**config.mk**
```make
export PLATFORM = sky130hd
export DESIGN_NAME = noc_core_adapter
export DESIGN_NICKNAME = d
export VERILOG_FILES = /design/src/rtl/noc_core_adapter.sv
export SDC_FILE = /design/constraint.sdc
export NUM_CORES = 1
export LEC_CHECK = 0
export CORE_UTILIZATION = 55
export DETAILED_ROUTE_END_ITERATION = 6
export PLACE_DENSITY = 0.71
export SYNTH_ARGS = -nofsm -noshare
export SYNTH_HDL_FRONTEND = slang
export SYNTH_SLANG_ARGS = --single-unit
```
**constraint.sdc**
```tcl
create_clock -name clk -period 6.52 [get_ports clk]
set_input_delay 1.956 -clock clk [delete_from_list [all_inputs] [get_ports clk]]
set_output_delay 1.956 -clock clk [all_outputs]
set_load 0.02 [all_outputs]
```
**src/rtl/noc_core_adapter.sv**
```systemverilog
// noc_core_adapter
// Bridges a processing core to a NoC router port.
//   Injection: per-VC FIFOs written by the core, drained by a round-robin
//   arbiter that keeps a VC locked until the tail flit of its packet is sent.
//   Ejection:  per-VC FIFOs filled by the router, read by the core one VC
//   at a time with a registered data output.
// Optional build macro: NOC_ADAPTER_STATS_EN adds saturating 16-bit counters
//   inj_count (flits sent to the router) and ej_count (flits given to the core).
module noc_core_adapter #(
    parameter int DATA_WIDTH      = 32,
    parameter int VC_BITS         = 1,
    parameter int FIFO_DEPTH_BITS = 2
) (
    input  logic                          clk,
    input  logic                          reset,
    input  logic                          c_WEn,
    input  logic [DATA_WIDTH-1:0]         core_data_in,
    input  logic [VC_BITS-1:0]            core_vc_in,
    input  logic                          core_tail_in,
    output logic [(32'd1<<VC_BITS)-1:0]   core_full_out,
    output logic [DATA_WIDTH-1:0]         r_flits_out,
    output logic [VC_BITS-1:0]            r_vc_out,
    output logic                          r_tail_out,
    output logic                          r_valid_out,
    input  logic [(32'd1<<VC_BITS)-1:0]   r_full_in,
    input  logic [DATA_WIDTH-1:0]         r_flits_in,
    input  logic [VC_BITS-1:0]            r_vc_in,
    input  logic                          r_valid_in,
    output logic [(32'd1<<VC_BITS)-1:0]   r_full_out,
    input  logic                          c_REn,
    input  logic [VC_BITS-1:0]            core_vc_sel,
    output logic [DATA_WIDTH-1:0]         core_data_out,
    output logic                          core_valid_out,
    output logic [(32'd1<<VC_BITS)-1:0]   core_empty_out
`ifdef NOC_ADAPTER_STATS_EN
    ,
    output logic [15:0]                   inj_count,
    output logic [15:0]                   ej_count
`endif
);

    localparam int NUM_VCS = 32'd1 << VC_BITS;
    localparam int DEPTH   = 32'd1 << FIFO_DEPTH_BITS;
    localparam int CNT_W   = FIFO_DEPTH_BITS + 1;
    localparam logic [CNT_W-1:0] FULL_CNT = CNT_W'(DEPTH);

    typedef enum logic {
        ST_IDLE   = 1'b0,
        ST_LOCKED = 1'b1
    } inj_state_t;

    // Injection storage: bit DATA_WIDTH carries the tail marker
    logic [DATA_WIDTH:0]          r_inj_mem [NUM_VCS][DEPTH];
    logic [FIFO_DEPTH_BITS-1:0]   r_inj_wr  [NUM_VCS];
    logic [FIFO_DEPTH_BITS-1:0]   r_inj_rd  [NUM_VCS];
    logic [CNT_W-1:0]             r_inj_cnt [NUM_VCS];

    logic [DATA_WIDTH-1:0]        r_ej_mem  [NUM_VCS][DEPTH];
    logic [FIFO_DEPTH_BITS-1:0]   r_ej_wr   [NUM_VCS];
    logic [FIFO_DEPTH_BITS-1:0]   r_ej_rd   [NUM_VCS];
    logic [CNT_W-1:0]             r_ej_cnt  [NUM_VCS];

    logic [NUM_VCS-1:0] w_inj_full;
    logic [NUM_VCS-1:0] w_inj_empty;
    logic [NUM_VCS-1:0] w_elig;
    logic [NUM_VCS-1:0] w_inj_push;
    logic [NUM_VCS-1:0] w_inj_pop;
    logic [NUM_VCS-1:0] w_ej_full;
    logic [NUM_VCS-1:0] w_ej_empty;
    logic [NUM_VCS-1:0] w_ej_push;
    logic [NUM_VCS-1:0] w_ej_pop;

    inj_state_t           r_state;
    inj_state_t           w_state_nxt;
    logic [VC_BITS-1:0]   r_lock_vc;
    logic [VC_BITS-1:0]   w_lock_nxt;
    logic [VC_BITS-1:0]   r_rr_ptr;     // first VC examined by the next IDLE search
    logic [VC_BITS-1:0]   w_scan_vc;
    logic [VC_BITS-1:0]   w_grant_vc;
    logic                 w_grant;
    logic [DATA_WIDTH:0]  w_inj_head;
    logic [DATA_WIDTH-1:0] w_ej_head;

    assign core_full_out  = w_inj_full;
    assign r_full_out     = w_ej_full;
    assign core_empty_out = w_ej_empty;
    assign w_inj_head     = r_inj_mem[w_grant_vc][r_inj_rd[w_grant_vc]];
    assign w_ej_head      = r_ej_mem[core_vc_sel][r_ej_rd[core_vc_sel]];

    // Per-VC full/empty flags from the occupancy counters, plus eligibility
    always_comb begin
        w_inj_full  = '0;
        w_inj_empty = '0;
        w_elig      = '0;
        w_ej_full   = '0;
        w_ej_empty  = '0;
        for (int v = 0; v < NUM_VCS; v++) begin
            w_inj_full[v]  = (r_inj_cnt[v] == FULL_CNT);
            w_inj_empty[v] = (r_inj_cnt[v] == '0);
            w_elig[v]      = !w_inj_empty[v] && !r_full_in[v];
            w_ej_full[v]   = (r_ej_cnt[v] == FULL_CNT);
            w_ej_empty[v]  = (r_ej_cnt[v] == '0);
        end
    end

    // Injection arbiter: round-robin in IDLE, single-VC service while LOCKED
    always_comb begin
        w_state_nxt = r_state;
        w_lock_nxt  = r_lock_vc;
        w_grant     = 1'b0;
        w_grant_vc  = r_lock_vc;
        w_scan_vc   = r_rr_ptr;
        case (r_state)
            ST_IDLE: begin
                for (int i = 0; i < NUM_VCS; i++) begin
                    w_scan_vc = r_rr_ptr + VC_BITS'(i);
                    if (!w_grant && w_elig[w_scan_vc]) begin
                        w_grant    = 1'b1;
                        w_grant_vc = w_scan_vc;
                    end else begin
                        w_grant    = w_grant;
                    end
                end
            end
            ST_LOCKED: begin
                if (w_elig[r_lock_vc]) begin
                    w_grant    = 1'b1;
                    w_grant_vc = r_lock_vc;
                end else begin
                    w_grant    = 1'b0;
                end
            end
            default: begin
                w_state_nxt = ST_IDLE;
            end
        endcase
        if (w_grant) begin
            w_lock_nxt  = w_grant_vc;
            w_state_nxt = r_inj_mem[w_grant_vc][r_inj_rd[w_grant_vc]][DATA_WIDTH] ?
                          ST_IDLE : ST_LOCKED;
        end else begin
            w_lock_nxt  = r_lock_vc;
        end
    end

    // Push/pop decode; a pop on a full FIFO frees the slot for a same-cycle push
    always_comb begin
        w_inj_pop  = '0;
        w_inj_push = '0;
        w_ej_pop   = '0;
        w_ej_push  = '0;
        for (int v = 0; v < NUM_VCS; v++) begin
            w_inj_pop[v]  = w_grant && (w_grant_vc == VC_BITS'(v));
            w_ej_pop[v]   = c_REn && (core_vc_sel == VC_BITS'(v)) && !w_ej_empty[v];
            w_inj_push[v] = c_WEn && (core_vc_in == VC_BITS'(v)) &&
                            (!w_inj_full[v] || w_inj_pop[v]);
            w_ej_push[v]  = r_valid_in && (r_vc_in == VC_BITS'(v)) &&
                            (!w_ej_full[v] || w_ej_pop[v]);
        end
    end

    // FIFO payload storage (contents need no reset; occupancy guards reads)
    always_ff @(posedge clk) begin
        for (int v = 0; v < NUM_VCS; v++) begin
            if (w_inj_push[v]) begin
                r_inj_mem[v][r_inj_wr[v]] <= {core_tail_in, core_data_in};
            end
            if (w_ej_push[v]) begin
                r_ej_mem[v][r_ej_wr[v]] <= r_flits_in;
            end
        end
    end

    // Injection FIFO pointers and occupancy
    always_ff @(posedge clk or posedge reset) begin
        if (reset) begin
            for (int v = 0; v < NUM_VCS; v++) begin
                r_inj_wr[v]  <= '0;
                r_inj_rd[v]  <= '0;
                r_inj_cnt[v] <= '0;
            end
        end else begin
            for (int v = 0; v < NUM_VCS; v++) begin
                if (w_inj_push[v]) r_inj_wr[v] <= r_inj_wr[v] + 1'b1;
                if (w_inj_pop[v])  r_inj_rd[v] <= r_inj_rd[v] + 1'b1;
                r_inj_cnt[v] <= r_inj_cnt[v] + CNT_W'(w_inj_push[v]) - CNT_W'(w_inj_pop[v]);
            end
        end
    end

    // Ejection FIFO pointers and occupancy
    always_ff @(posedge clk or posedge reset) begin
        if (reset) begin
            for (int v = 0; v < NUM_VCS; v++) begin
                r_ej_wr[v]  <= '0;
                r_ej_rd[v]  <= '0;
                r_ej_cnt[v] <= '0;
            end
        end else begin
            for (int v = 0; v < NUM_VCS; v++) begin
                if (w_ej_push[v]) r_ej_wr[v] <= r_ej_wr[v] + 1'b1;
                if (w_ej_pop[v])  r_ej_rd[v] <= r_ej_rd[v] + 1'b1;
                r_ej_cnt[v] <= r_ej_cnt[v] + CNT_W'(w_ej_push[v]) - CNT_W'(w_ej_pop[v]);
            end
        end
    end

    // Arbiter state, locked VC and round-robin start pointer
    always_ff @(posedge clk or posedge reset) begin
        if (reset) begin
            r_state   <= ST_IDLE;
            r_lock_vc <= '0;
            r_rr_ptr  <= '0;
        end else begin
            r_state   <= w_state_nxt;
            r_lock_vc <= w_lock_nxt;
            if (w_grant) r_rr_ptr <= w_grant_vc + 1'b1;
        end
    end

    // Registered router-side output flit
    always_ff @(posedge clk or posedge reset) begin
        if (reset) begin
            r_valid_out <= 1'b0;
            r_flits_out <= '0;
            r_vc_out    <= '0;
            r_tail_out  <= 1'b0;
        end else begin
            r_valid_out <= w_grant;
            if (w_grant) begin
                r_flits_out <= w_inj_head[DATA_WIDTH-1:0];
                r_tail_out  <= w_inj_head[DATA_WIDTH];
                r_vc_out    <= w_grant_vc;
            end
        end
    end

    // Registered core-side ejected flit
    always_ff @(posedge clk or posedge reset) begin
        if (reset) begin
            core_valid_out <= 1'b0;
            core_data_out  <= '0;
        end else begin
            core_valid_out <= |w_ej_pop;
            if (|w_ej_pop) core_data_out <= w_ej_head;
        end
    end

`ifdef NOC_ADAPTER_STATS_EN
    // Saturating traffic counters
    always_ff @(posedge clk or posedge reset) begin
        if (reset) begin
            inj_count <= 16'h0000;
            ej_count  <= 16'h0000;
        end else begin
            if (w_grant && (inj_count != 16'hFFFF)) inj_count <= inj_count + 16'd1;
            if ((|w_ej_pop) && (ej_count != 16'hFFFF)) ej_count <= ej_count + 16'd1;
        end
    end
`endif

endmodule

```
== Yosys cells after proc, flatten, opt, wreduce, memory -nomap -nowiden ==
Memory sizes are Yosys's and may differ from the RTL's.
Cells that the tools add are included.
Storage, ports and cells
  register bits after elaboration: 98
  ROM bits: 0
  latch bits: 0
  memories kept: 2
  RAM bits: 520
Cells by class
  add/subtract/negate cells: 18
  magnitude comparators: 15
  reduce and logical (&&, ||, !) cells: 43
  multipliers: 0
  equal/unequal tests: 4
  multiplexer cells: 49
  div/mod/pow operators: 0
  bitwise operators: 13
  shift operators: 0
Memory list
  r_inj_mem: words 2, bits a word 132, rd ports 1, clocked after memory_dff 0, write ports 1, line 53  | logic [DATA_WIDTH:0] r_inj_mem [NUM_VCS][DEPTH];
  r_ej_mem: words 2, bits a word 128, rd ports 1, clocked after memory_dff 0, write ports 1, line 58  | logic [DATA_WIDTH-1:0] r_ej_mem [NUM_VCS][DEPTH];
Operators by type and width (number)
  132-bit two-way mux: 4
  128-bit two-way mux: 4
  33-bit demux with 2-bit select: 2
  33-bit two-way mux: 4
  132-bit OR reduction: 1
  32-bit demux with 2-bit select: 2
  32-bit two-way mux: 4
  128-bit OR reduction: 1
  33-bit binary-select mux with 2-bit select: 1
  32-bit binary-select mux with 2-bit select: 1
  1-bit logical AND: 21
  1-bit two-way mux: 19
  3-bit greater-or-equal comparator, second input constant: 6
  2-bit inverter with 3-bit output: 6
  2-bit by 1-bit adder with 2-bit output, second input constant: 8
  3-bit by 1-bit adder with 3-bit output: 4
  3-bit == test, second input constant: 4
  3-bit logical NOT: 4
  3-bit by 1-bit < comparator with 1-bit output, second input constant: 4
  2-bit two-way mux: 6
  3-bit by 1-bit subtractor with 3-bit output: 4
  1-bit logical NOT: 11
  1-bit by 2-bit < comparator with 1-bit output, second input constant: 3
  1-bit inverter: 5
  other kinds (6): 13

== Logic depth before layout (Yosys ltp) ==
  depth after elaboration: 20
  depth in mapped cells: 10
  depth with buffers taken out: 10

== Worst setup path before layout ==
Ideal clock, no wire load.
  path kind: input to register
  start: in r_full_in[1]
  end: reg r_inj_cnt[5] (netlist name)
  data arrival time: 3.836 ns
  library setup time: 0.123 ns
  path slack: 2.561 ns
  cell stages on the path: 7
  cells stage by stage: or4b_1 > nand2_2 > mux2_2 > ha_1 > fa_1 > xor2_1 > xnor2_1
Between the ends
  word-level cells in the longest chain between the ends: 16
Ends and longest elaborated chain
  start: declaration: line 25  | input logic [(32'd1<<VC_BITS)-1:0] r_full_in,
  1-bit logical NOT (*): line 100  | w_elig[v] = !w_inj_empty[v] && !r_full_in[v];
  1-bit logical AND (*): line 100
  1-bit two-way mux (implied by the code) (2 in a row): line 117  | if (!w_grant && w_elig[w_scan_vc]) begin
  1-bit two-way mux: line 117
  1-bit two-way mux: line 113  | case (r_state)
  1-bit logical NOT: line 117
  1-bit logical AND: line 117
  1-bit two-way mux: line 117
  1-bit case mux with 2 select lines: line 113
  1-bit inverter: line 153  | w_inj_pop[v] = w_grant && (w_grant_vc == VC_BITS'(v));
  1-bit logical AND (*): line 153
  1-bit logical OR: line 156  | (!w_inj_full[v] || w_inj_pop[v]);
  1-bit logical AND: line 155  | w_inj_push[v] = c_WEn && (core_vc_in == VC_BITS'(v)) &&
  3-bit by 1-bit adder with 3-bit output: line 186  | r_inj_cnt[v] <= r_inj_cnt[v] + CNT_W'(w_inj_push[v]) - CNT_W'(w_inj_pop[v]);
  3-bit by 1-bit subtractor with 3-bit output (*): line 186
  end signal: indexed assignment: line 186
  end: declaration: line 56  | logic [CNT_W-1:0] r_inj_cnt [NUM_VCS];
Every way passes the cells marked *; elsewhere a longest branch is shown, timed or not. The select of a mux whose other input is x is not followed.
A chain may end at the register's enable or synchronous reset.

== Worst setup path after layout ==
  start: reg r_inj_cnt[1] (netlist name)
  end: out core_full_out[1]
Between the ends
  word-level cells in the longest chain between the ends: 1
Ends and longest elaborated chain
  3-bit == test: line 98  | w_inj_full[v] = (r_inj_cnt[v] == FULL_CNT);
  end: declaration: line 20  | output logic [(32'd1<<VC_BITS)-1:0] core_full_out,
No other way between the ends.

==> impl_metrics.ini <==
[drt]
ant_nets = 0
drc = 0
via_count = 11100
drt-total-wl_mm = 45.5
firstDrtPassIters = 5
wl_per_cell_um = 23.9
drt_iter0_drc = 668
routed_via_density = 5.81

[logic_synthesis]
synth_edf_count = 520
synth_top_flop_cell = edfxtp_1
synth-seq-cells = 618
ys_types = 44
syn-num-nets = 1233
netlist_instances = 1132
syn_avg_cell_area_um2 = 20.8
synth_seq_area_share_pct = 76.8
async_flop_share_pct = 15.9
syn_area_um2 = 23500
yosysWarningCount = 0

[sta]
hold_ws_ps = 482
drv_slew = 0
hold_violations = 0
timing.slew.headroom_pct = 25.5
fin_crit_sh_pct = 64.6
tns_ps = 0
finalSetupViolCount = 0
fmax_ghz = 0.237
worst_pin_slew_ps = 1120
rsz0062_at_grt = false
fin_skew_ps = 8.77
period_needed_ps = 4210

[global_routing]
grt_overflow = 0
grt_pass1_wl_mm = 70.3
grt_antenna_before_repair = 5
grt_pass1_vias = 11800
grt_max_degree = 78
grt_use_total_pct = 21.7

[cts]
cts_made_buffers = 59
clock-sinks = 618
cts_hold_buf = 0
clkLatencyLatePin_ps = 600
clk_pin_slew_ps = 60
cts_resized = 0
cts-htree-levels = 2
cts_buffer_depth = 3
cts_tree = yes
post_cts_buffers = 0
cts_root_buf = clkbuf_16

[worst_hold_path]
min-delay-path-class = flop to flop
worstHoldPathCells = 2

[layout]
num-fill-cells = 2833
nets = 1414
layout-drive-gt1-share_pct = 20.1
multi_input_comb_area_um2 = 5030
final_cell_count_no_fill = 1903
areaGrowthSynthToFinish_pct = 17.2
seqCellArea_um2 = 18100

[power_and_ir_drop]
intPower_w = 0.00870
clock_power_share_pct = 27.7
p_sw_w = 0.00365
combPwrFrac_pct = 29.2
netSwitchingFraction_pct = 29.6
p_leak_nw = 9.41
power.density_nw_per_um2 = 448
seqPwrFrac_pct = 43.2
ir_drop_mv = 0.295

[setup_path]
crit_path_cell_trace = nor3b_1 -> clkdlybuf4s50_1
cp.arrival_ps = 2250
crit_path_start_kind = flop
rr_worst_depth = 5
critPathMaxStageDelay_ps = 720
cp.required_ps = 4560
setup.worst_path.class = flop to output port
worstSetupEndpointType = output port
cp_max_fo = 4
cp_top_family = buffers and inverters
worst-path-buf-inv = 1
slowest_stage = clkdlybuf4s50_1
critical_path_cell_count = 2

[floorplan]
die_w_um = 209
initial_utilization_pct = 56.0
die_h_um = 209
core_um2 = 42000
placementRows = 75
die_area_um2 = 43600
ioPinCount = 149

[placed_design]
dp_hpwl_mm = 25.7
portBuffers = 148
place.gp.congestion = 0.776
place_inst = 1791

[run_status]
outcome = completed

[flow_run]
drv_cap = 0
-- Yosys cell counts (all sizes together) (3+ instances only) --
library cell  number  area (um2)
edfxtp           520       15600
mux4             130        2930
dfrtp             98        2450
o21ai             68         378
inv               53         199
nand2             44         168
mux2i             33         334
a22oi             32         240
buf               31         201
ha                22         275
clkbuf            18        67.6
xnor2             17         149
and2              16         100
nor2               8        30.0
nor3               6        40.0
a21oi              5        32.5
mux2               5        60.1
fa                 4        80.1
nor3b              4        30.0
nand2b             3        18.8
nand3              3        15.0
xor2               3        26.3
-- stage by stage --
step                      setup WS [ps]  util [%]  cell area [um2]  power (W)
after floorplan                    2000         -            23500    0.00783
after global placement             1890      61.0            25600    0.00897
after detailed placement           1790      61.0            25600    0.00907
after CTS                          2260      65.6            27600     0.0125
after global routing               2220      65.6            27600     0.0129
final                              2310      65.6            27600     0.0123
-- cell families after synthesis --
logic type / share of synthesized area [%]
fa+ha+maj: 1.51
buf+inv: 1.99
flops: 76.8
mux: 14.1
compound gates: 2.97
xor+xnor: 0.745
simple gates: 1.86
-- power by group through the flow --
| stage | sequential (W) | combinational [W] | clock [W] |
|---|---|---|---|
| 4_1_cts | 0.00533 | 0.00368 | 0.00348 |
| 3_5_place_dp | 0.00540 | 0.00367 | 0 |
| 3_3_place_gp | 0.00538 | 0.00359 | 0 |
| 5_1_grt | 0.00540 | 0.00390 | 0.00362 |
| 6_report | 0.00533 | 0.00361 | 0.00341 |
| 2_1_floorplan | 0.00554 | 0.00230 | 0 |
-- placed cells by master (no fill, tap or decap), types with 20 or more instances in the layout --
cell / n
edfxtp_1: 520
clkdlybuf4s50_1: 148
mux4_2: 130
dfrtp_1: 94
clkbuf_16: 61
inv_1: 51
o21ai_1: 45
nand2_1: 43
mux2i_1: 32
a22oi_1: 32
ha_1: 22
buf_4: 20
-- flip-flops by register name, indices dropped and copies added (netlist names) --
signal,count
r_rr_ptr,1
r_tail_out,1
r_inj_mem,264
core_data_out,32
r_flits_out,32
r_lock_vc,1
r_ej_mem,256
r_ej_rd,4
r_ej_wr,4
r_state,1
r_inj_rd,4
core_valid_out,1
r_valid_out,1
r_inj_wr,4
r_ej_cnt,6
r_inj_cnt,6
-- path summary, 6_finish.rpt --
| kind | start | to | slack, ps |
|---|---|---|---|
| hold reg to reg | r_flits_out[0] | r_flits_out[0] | 480 |
| min in group asynchronous | reset | r_valid_out | 1990 |
| setup reg to reg | r_state | r_inj_mem[1][87] | 3690 |
| max in group asynchronous | reset | r_inj_rd[0] | 3520 |
| setup / recovery | r_inj_cnt[1] | core_full_out[1] | 2310 |
| hold / removal | r_flits_out[0] | r_flits_out[0] | 480 |
-- per-layer routing --
metal	up-vias	GRT usage [%]	share of wire (%)
met3	68	4.06	4.9
li1	4868	-	-
met4	8	5.78	1.7
met2	286	37.4	52
met5	-	0	0.13
met1	5833	28.6	41
-- layout make-up --
| cell class | count | share of cell area [%] |
|---|---|---|
| diodes | 1 | 0.00908 |
| flip-flops and latches | 618 | 65.5 |
| multi-input cells | 412 | 18.2 |
| clock buffers | 84 | 6.03 |
| inverters | 53 | 0.731 |
| well taps | 539 | 2.45 |
| repair buffers | 169 | 5.99 |
| clock inverters | 27 | 1.03 |
-- worst register-to-register path, cell delays in order, from the launching register on --
cell,delay (ps)
dfrtp_1,460
nor2b_1,170
nor3_1,420
nand2_1,240
a21oi_2,310
and2_2,830
Note: power is estimated with default switching activity, not from simulation.
